[config.mk]
export PLATFORM = sky130hd
export DESIGN_NAME = par_serializer_flat
export DESIGN_NICKNAME = d
export VERILOG_FILES = /design/src/rtl/par_serializer_if.sv /design/src/rtl/par_serializer.sv /design/src/flat_wrapper.sv
export SDC_FILE = /design/constraint.sdc
export NUM_CORES = 1
export LEC_CHECK = 0
export BUFFER_PORTS_ARGS = -buffer_cell sky130_fd_sc_hd__buf_4
export CORE_UTILIZATION = 53
export CTS_CLUSTER_SIZE = 20
export DETAILED_ROUTE_END_ITERATION = 8
export PLACE_DENSITY = 0.86
export SKIP_LAST_GASP = 1
export SYNTH_ARGS = -nofsm -noshare
export SYNTH_HDL_FRONTEND = slang
export SYNTH_SLANG_ARGS = --single-unit
[constraint.sdc]
create_clock -name CLK -period 2 [get_ports CLK]
set_input_delay 0.3 -clock CLK [delete_from_list [all_inputs] [get_ports CLK]]
set_output_delay 0.3 -clock CLK [all_outputs]
set_load 0.01 [all_outputs]
[src/rtl/par_serializer_if.sv]
// -----------------------------------------------------------------------------
// par_serializer_if
// Bundles the word-side handshake and the serial-side strobe/outputs of the
// parallel-to-serial converter.
//   P_DATA      word offered by the TX data source
//   Data_Valid  word on P_DATA is valid
//   ready       converter can take a word this cycle
//   frame_len   bits to send (0 or > DATA_WIDTH means DATA_WIDTH)
//   msb_first   1 = MSB first, 0 = LSB first
//   par_odd     0 = even parity, 1 = odd parity
//   ser_en      shift strobe from the TX frame FSM
//   ser_data    current serial bit (mark when idle)
//   ser_last    current bit is the last one of the frame
//   ser_done    one-cycle pulse after the last bit is consumed
//   par_bit     parity of the active frame
//   busy        shift register active or holding buffer full
// master = data source / TX FSM side, slave = converter.
// -----------------------------------------------------------------------------
interface par_serializer_if #(
  parameter int DATA_WIDTH = 8
);
  localparam int LEN_W = $clog2(DATA_WIDTH + 1);

  logic [DATA_WIDTH-1:0] P_DATA;
  logic                  Data_Valid;
  logic                  ready;
  logic [LEN_W-1:0]      frame_len;
  logic                  msb_first;
  logic                  par_odd;
  logic                  ser_en;
  logic                  ser_data;
  logic                  ser_last;
  logic                  ser_done;
  logic                  par_bit;
  logic                  busy;

  modport master (
    output P_DATA, Data_Valid, frame_len, msb_first, par_odd, ser_en,
    input  ready, ser_data, ser_last, ser_done, par_bit, busy
  );

  modport slave (
    input  P_DATA, Data_Valid, frame_len, msb_first, par_odd, ser_en,
    output ready, ser_data, ser_last, ser_done, par_bit, busy
  );
endinterface

[src/rtl/par_serializer.sv]
// -----------------------------------------------------------------------------
// par_serializer
// Parameterised parallel-to-serial converter for the UART transmit path.
// Words arrive through a valid/ready handshake into a one-entry holding
// buffer so consecutive frames leave the line with no idle gap. Frame length
// and bit order are chosen per word; the frame parity is computed at accept.
// Ports:
//   CLK  clock, rising edge
//   RST  asynchronous active-high reset
//   bus  par_serializer_if.slave (handshake, strobe and serial outputs)
// -----------------------------------------------------------------------------
module par_serializer #(
  parameter int DATA_WIDTH = 8
) (
  input  logic              CLK,
  input  logic              RST,
  par_serializer_if.slave   bus
);
  localparam int LEN_W = $clog2(DATA_WIDTH + 1);
  localparam int IDX_W = $clog2(DATA_WIDTH);

  typedef enum logic {ST_IDLE = 1'b0, ST_SHIFT = 1'b1} state_t;

  // Clamp the requested length: 0 or anything above DATA_WIDTH sends a full word.
  function automatic logic [LEN_W-1:0] eff_len(input logic [LEN_W-1:0] len);
    if ((len == {LEN_W{1'b0}}) || (len > LEN_W'(DATA_WIDTH))) begin
      return LEN_W'(DATA_WIDTH);
    end else begin
      return len;
    end
  endfunction

  // Rearrange the word so the frame always leaves from bit 0 upward; bits
  // beyond the frame length are zeroed so they cannot affect parity.
  function automatic logic [DATA_WIDTH-1:0] order_bits(input logic [DATA_WIDTH-1:0] w,
                                                       input logic [LEN_W-1:0] len,
                                                       input logic msb);
    logic [DATA_WIDTH-1:0] o;
    o = {DATA_WIDTH{1'b0}};
    for (int i = 0; i < DATA_WIDTH; i++) begin
      if (i < int'(len)) begin
        if (msb) begin
          o[IDX_W'(i)] = w[IDX_W'(int'(len) - 1 - i)];
        end else begin
          o[IDX_W'(i)] = w[IDX_W'(i)];
        end
      end else begin
        o[IDX_W'(i)] = 1'b0;
      end
    end
    return o;
  endfunction

  // Frame parity: XOR of the transmitted bits, inverted for odd parity.
  function automatic logic frame_parity(input logic [DATA_WIDTH-1:0] bits, input logic odd);
    return (^bits) ^ odd;
  endfunction

  state_t                state_r, state_nx_s;
  logic [DATA_WIDTH-1:0] shift_r, shift_nx_s;
  logic [LEN_W-1:0]      cnt_r, cnt_nx_s;
  logic [LEN_W-1:0]      len_r, len_nx_s;
  logic                  par_bit_r, par_nx_s;
  logic                  ser_done_r, done_nx_s;
  logic                  ser_data_r, ser_data_nx_s;
  logic                  busy_r, busy_nx_s;
  logic                  ready_r, ready_nx_s;
  logic                  hold_valid_r, hold_valid_nx_s;
  logic [DATA_WIDTH-1:0] hold_word_r, hold_word_nx_s;
  logic [LEN_W-1:0]      hold_len_r, hold_len_nx_s;
  logic                  hold_par_r, hold_par_nx_s;

  logic [LEN_W-1:0]      in_len_s;
  logic [DATA_WIDTH-1:0] in_bits_s;
  logic                  in_par_s;
  logic                  accept_s;
  logic                  last_s;

  assign in_len_s  = eff_len(bus.frame_len);
  assign in_bits_s = order_bits(bus.P_DATA, in_len_s, bus.msb_first);
  assign in_par_s  = frame_parity(in_bits_s, bus.par_odd);
  assign accept_s  = bus.Data_Valid && !hold_valid_r;
  assign last_s    = (state_r == ST_SHIFT) && (cnt_r == (len_r - LEN_W'(1)));

  // Next-state: frame sequencing, holding-buffer fill/transfer and output values.
  always_comb begin
    state_nx_s      = state_r;
    shift_nx_s      = shift_r;
    cnt_nx_s        = cnt_r;
    len_nx_s        = len_r;
    par_nx_s        = par_bit_r;
    done_nx_s       = 1'b0;
    hold_valid_nx_s = hold_valid_r;
    hold_word_nx_s  = hold_word_r;
    hold_len_nx_s   = hold_len_r;
    hold_par_nx_s   = hold_par_r;

    case (state_r)
      ST_IDLE: begin
        if (accept_s) begin
          state_nx_s = ST_SHIFT;
          shift_nx_s = in_bits_s;
          len_nx_s   = in_len_s;
          par_nx_s   = in_par_s;
          cnt_nx_s   = {LEN_W{1'b0}};
        end else begin
          state_nx_s = ST_IDLE;
        end
      end
      ST_SHIFT: begin
        if (bus.ser_en && last_s) begin
          done_nx_s = 1'b1;
          if (hold_valid_r) begin
            // Held word takes over on the same edge: no gap on the line.
            shift_nx_s      = hold_word_r;
            len_nx_s        = hold_len_r;
            par_nx_s        = hold_par_r;
            cnt_nx_s        = {LEN_W{1'b0}};
            hold_valid_nx_s = 1'b0;
          end else if (accept_s) begin
            shift_nx_s = in_bits_s;
            len_nx_s   = in_len_s;
            par_nx_s   = in_par_s;
            cnt_nx_s   = {LEN_W{1'b0}};
          end else begin
            state_nx_s = ST_IDLE;
            cnt_nx_s   = {LEN_W{1'b0}};
          end
        end else begin
          if (bus.ser_en) begin
            shift_nx_s = {1'b0, shift_r[DATA_WIDTH-1:1]};
            cnt_nx_s   = cnt_r + LEN_W'(1);
          end else begin
            shift_nx_s = shift_r;
          end
          if (accept_s) begin
            hold_valid_nx_s = 1'b1;
            hold_word_nx_s  = in_bits_s;
            hold_len_nx_s   = in_len_s;
            hold_par_nx_s   = in_par_s;
          end else begin
            hold_valid_nx_s = hold_valid_r;
          end
        end
      end
      default: begin
        state_nx_s      = ST_IDLE;
        hold_valid_nx_s = 1'b0;
        cnt_nx_s        = {LEN_W{1'b0}};
      end
    endcase

    ser_data_nx_s = (state_nx_s == ST_SHIFT) ? shift_nx_s[0] : 1'b1;
    busy_nx_s     = (state_nx_s == ST_SHIFT) || hold_valid_nx_s;
    ready_nx_s    = !hold_valid_nx_s;
  end

  // State and output registers.
  always_ff @(posedge CLK or posedge RST) begin
    if (RST) begin
      state_r      <= ST_IDLE;
      shift_r      <= {DATA_WIDTH{1'b0}};
      cnt_r        <= {LEN_W{1'b0}};
      len_r        <= {LEN_W{1'b0}};
      par_bit_r    <= 1'b0;
      ser_done_r   <= 1'b0;
      ser_data_r   <= 1'b1;
      busy_r       <= 1'b0;
      ready_r      <= 1'b1;
      hold_valid_r <= 1'b0;
      hold_word_r  <= {DATA_WIDTH{1'b0}};
      hold_len_r   <= {LEN_W{1'b0}};
      hold_par_r   <= 1'b0;
    end else begin
      state_r      <= state_nx_s;
      shift_r      <= shift_nx_s;
      cnt_r        <= cnt_nx_s;
      len_r        <= len_nx_s;
      par_bit_r    <= par_nx_s;
      ser_done_r   <= done_nx_s;
      ser_data_r   <= ser_data_nx_s;
      busy_r       <= busy_nx_s;
      ready_r      <= ready_nx_s;
      hold_valid_r <= hold_valid_nx_s;
      hold_word_r  <= hold_word_nx_s;
      hold_len_r   <= hold_len_nx_s;
      hold_par_r   <= hold_par_nx_s;
    end
  end

  assign bus.ser_data = ser_data_r;
  assign bus.ser_last = last_s;
  assign bus.ser_done = ser_done_r;
  assign bus.par_bit  = par_bit_r;
  assign bus.busy     = busy_r;
  assign bus.ready    = ready_r;
endmodule

[src/flat_wrapper.sv]
// flat-port wrapper written by rule: the top's interface ports become plain ports
module par_serializer_flat 
#(
  parameter int DATA_WIDTH = 8
)
  (CLK, RST, bus_P_DATA, bus_Data_Valid, bus_frame_len, bus_msb_first, bus_par_odd, bus_ser_en, bus_ready, bus_ser_data, bus_ser_last, bus_ser_done, bus_par_bit, bus_busy);
  par_serializer_if #(.DATA_WIDTH(DATA_WIDTH)) bus_i ();
  input  logic CLK;
  input  logic RST;
  input wire logic [$bits(bus_i.P_DATA)-1:0] bus_P_DATA;
  input wire logic [$bits(bus_i.Data_Valid)-1:0] bus_Data_Valid;
  input wire logic [$bits(bus_i.frame_len)-1:0] bus_frame_len;
  input wire logic [$bits(bus_i.msb_first)-1:0] bus_msb_first;
  input wire logic [$bits(bus_i.par_odd)-1:0] bus_par_odd;
  input wire logic [$bits(bus_i.ser_en)-1:0] bus_ser_en;
  output wire logic [$bits(bus_i.ready)-1:0] bus_ready;
  output wire logic [$bits(bus_i.ser_data)-1:0] bus_ser_data;
  output wire logic [$bits(bus_i.ser_last)-1:0] bus_ser_last;
  output wire logic [$bits(bus_i.ser_done)-1:0] bus_ser_done;
  output wire logic [$bits(bus_i.par_bit)-1:0] bus_par_bit;
  output wire logic [$bits(bus_i.busy)-1:0] bus_busy;
  assign bus_i.P_DATA = bus_P_DATA;
  assign bus_i.Data_Valid = bus_Data_Valid;
  assign bus_i.frame_len = bus_frame_len;
  assign bus_i.msb_first = bus_msb_first;
  assign bus_i.par_odd = bus_par_odd;
  assign bus_i.ser_en = bus_ser_en;
  assign bus_ready = bus_i.ready;
  assign bus_ser_data = bus_i.ser_data;
  assign bus_ser_last = bus_i.ser_last;
  assign bus_ser_done = bus_i.ser_done;
  assign bus_par_bit = bus_i.par_bit;
  assign bus_busy = bus_i.busy;
  par_serializer #(.DATA_WIDTH(DATA_WIDTH)) u_core (.CLK(CLK), .RST(RST), .bus(bus_i));
endmodule
==> results.ini <==
[cells_and_area]
utilization = 0.795
synthToLayoutAreaGrowth_pct = 38.7
stdcell_count = 360
final_nets = 334
drive_above_1_share = 0.381
diodes = 0

[global_routing]
grt_pass1_wl_um = 9980
grt_pass1_vias = 2154
gr-total-overflow = 0
grt_use_total = 0.304
grt_max_degree = 33
antenna_found_initial = 0

[setup_path]
timing.rr.end = u_core.shift_r[2]
worst_setup_path_end_kind = flip-flop
cp.required_ns = 2.15
cp.arrival_ns = 2.27
crit-reg2reg-launch = u_core.len_r[1]
reg2reg_slack_ns = -0.12
ff2ff_path_depth = 9
path_class = reg2reg
cp-start-kind = flip-flop
crit_fanout = 2

[power]
p_seq_frac = 0.300
peakVddDrop_mv = 0.901
total_power_mw = 3.64
comb_power_share = 0.547
cellLeakagePower_nw = 1.38
p_sw_frac = 0.401
powerDensity_nw_per_um2 = 1200
clockPowerShare = 0.153
p_int_mw = 2.18
p_sw_mw = 1.46

[cts]
cts_buffers = 5
clk_path_buf_depth = 2
root_buffer = clkbuf_8
htree_levels = 2
clk_pin_slew_ns = 0.07
numClockSinks = 32
insertion_delay_ns = 0.29
cts_tree = yes
hold_buffers = 0

[detailed_routing]
vias_per_cell = 6.48
wl_met2_um = 3360
drc = 0
drt_iter0_drc = 345
wl_met1_um = 2710
wl_per_cell_um = 19.6
routed.top_layer = met4
antenna_left = 0
vias = 2334
wirelength_um = 7050
dr_wl_met3_um = 567
drt_pass1_iterations = 6

[floorplanning]
die_h_um = 66.1
dieArea_um2 = 4370
ios = 24
core_area_um2 = 3800
initial_core_util = 0.573
rows = 22
die_w_um = 66.1

[logic_synthesis]
syn_nets = 270
synthTopCellsByCount = dfrtp_1 (30), nand2_1 (28), nor2_1 (20), o21ai_0 (20)
synthDistinctLibCells = 56
yosysSeqAreaShare = 0.369
syn-cell-area_um2 = 2180
synth_top_cell_area_share = 0.345
async_flop_share = 1.00
synthCells = 247
ys.flop_type = dfrtp_1
yosysWarnings = 0
synth.most_common_cell = dfrtp_1
synth_edf_count = 0
syn_avg_cell_area_um2 = 8.82
yosys.area.top_type = dfrtp_1
synth_area_leaders = dfrtp_1 (34%), nand2_1 (4.8%), o21ai_0 (4.6%)
synth_seq_cells = 32

[sta]
setup_viol = 10
fin_crit_ns = 2.12
fmax_mhz = 472
tightest_slew_ns = 0.727
fin_ws_ns = -0.118
final-max-slew-violation-count = 0
hold_slack_ns = 0.0988
period_share = 1.06
skew_ns = 0.0139
hold_viol_final = 0
slew_headroom = 0.516
rsz0062_at_grt = true
setup_tns_ns = -0.546

[run_status]
status = finished with violations
failed_checks = setup timing

[placed_design]
portBuffers = 23
dp.cells = 344
gp_congestion = 0.973
post-dp-hpwl_um = 4050

[run]
maxCapViolCount = 0

[hold_path]
hp-class = in2async

-- power by group through the flow --
| stage | logic (mW) | registers [mW] | clock network, mW |
|---|---|---|---|
| floorplan | 1.01 | 1.06 | 0 |
| global placement | 1.45 | 1.06 | 0 |
| detailed placement | 1.51 | 1.07 | 0 |
| CTS | 1.70 | 1.06 | 0.560 |
| global route | 2.14 | 1.11 | 0.581 |
| finish | 1.99 | 1.09 | 0.557 |
-- stage by stage --
stage | area (µm²) | setup slack [ns]
after floorplan | 2270 | -0.0582
after detailed placement | 2700 | -0.249
after global placement | 2700 | -0.185
final | 3020 | -0.118
after CTS | 2890 | -0.0440
after global routing | 3020 | -0.169
-- cells by family after synthesis --
| kind of cell | count (synthesis) | synth area share |
|---|---|---|
| xor+xnor | 11 | 0.0540 |
| compound gates | 75 | 0.229 |
| fa+ha+maj | 5 | 0.0287 |
| simple gates | 82 | 0.186 |
| mux | 13 | 0.0747 |
| buf+inv | 29 | 0.0592 |
| flops | 32 | 0.369 |
-- placed cells by master, fill, tap and decap left out, drive strengths merged, types with 2 or more instances in the layout --
cell type / count
clkbuf: 8
nor2: 20
mux2: 3
nor2b: 5
a22o: 3
o2111ai: 2
a31oi: 4
a41oi: 4
buf: 69
o22ai: 5
nand4: 2
dfrtp: 30
nor3: 6
inv: 17
nand2b: 4
ha: 5
and2b: 2
xnor2: 5
mux4: 2
nor4b: 2
a21oi: 17
a2bb2oi: 3
nand2: 28
o31ai: 2
o21ai: 20
dfstp: 2
a21o: 3
xor2: 5
mux2i: 8
nand3: 9
-- layout make-up --
| class | count | area [µm²] |
|---|---|---|
| clock buffers | 8 | 100 |
| fillers | 233 | 777 |
| inverters | 17 | 63.8 |
| multi-input cells | 186 | 1450 |
| flip-flops and latches | 32 | 803 |
| well taps | 48 | 60.1 |
| repair buffers | 69 | 544 |
-- routing by layer --
layer / global-route usage / up-vias
li1: - / 1019
met1: 0.399 / 1123
met2: 0.495 / 146
met3: 0.0655 / 46
met4: 0.104 / 0
met5: 0 / -
-- worst max-delay path by stage --
stage                startpoint                  to  slack, ns
5_1_grt         u_core.len_r[1]   u_core.shift_r[2]      -0.17
4_1_cts         u_core.len_r[0]        bus_ser_last      -0.04
6_report        u_core.len_r[1]   u_core.shift_r[2]      -0.12
3_3_place_gp   bus_frame_len[3]  u_core.bus.par_bit      -0.19
2_1_floorplan  bus_frame_len[1]  u_core.bus.par_bit      -0.06
3_5_place_dp   bus_frame_len[3]   u_core.hold_par_r      -0.25
-- worst max-delay path: stages (launching register included) --
cell and delay, ns:
dfrtp_1 0.39, inv_2 0.07, ha_4 0.27, xor2_2 0.17, nand4_1 0.18, o21ai_0 0.25
a21oi_1 0.12, a41oi_1 0.25, a21oi_1 0.12, a2bb2oi_1 0.16
-- timing repair --
item,CTS,global route
setup endpoints to repair,16,31
pin swaps,7,13
gates cloned,0,0
hold endpoints to repair,0,0
resized for setup,13,25
setup buffers,6,2
-- flip-flops by register name, indices dropped and copies added (netlist names) --
signal / flops
u_core.bus.ser_data: 1
u_core.state_r: 1
u_core.hold_word_r: 4
u_core.bus.ser_done: 1
u_core.hold_par_r: 1
u_core.cnt_r: 4
u_core.bus.par_bit: 1
u_core.hold_valid_r: 1
u_core.len_r: 4
u_core.hold_len_r: 4
u_core.bus.busy: 1
u_core.bus.ready: 1
u_core.shift_r: 8
No activity file was read; power rests on OpenSTA's default activity.
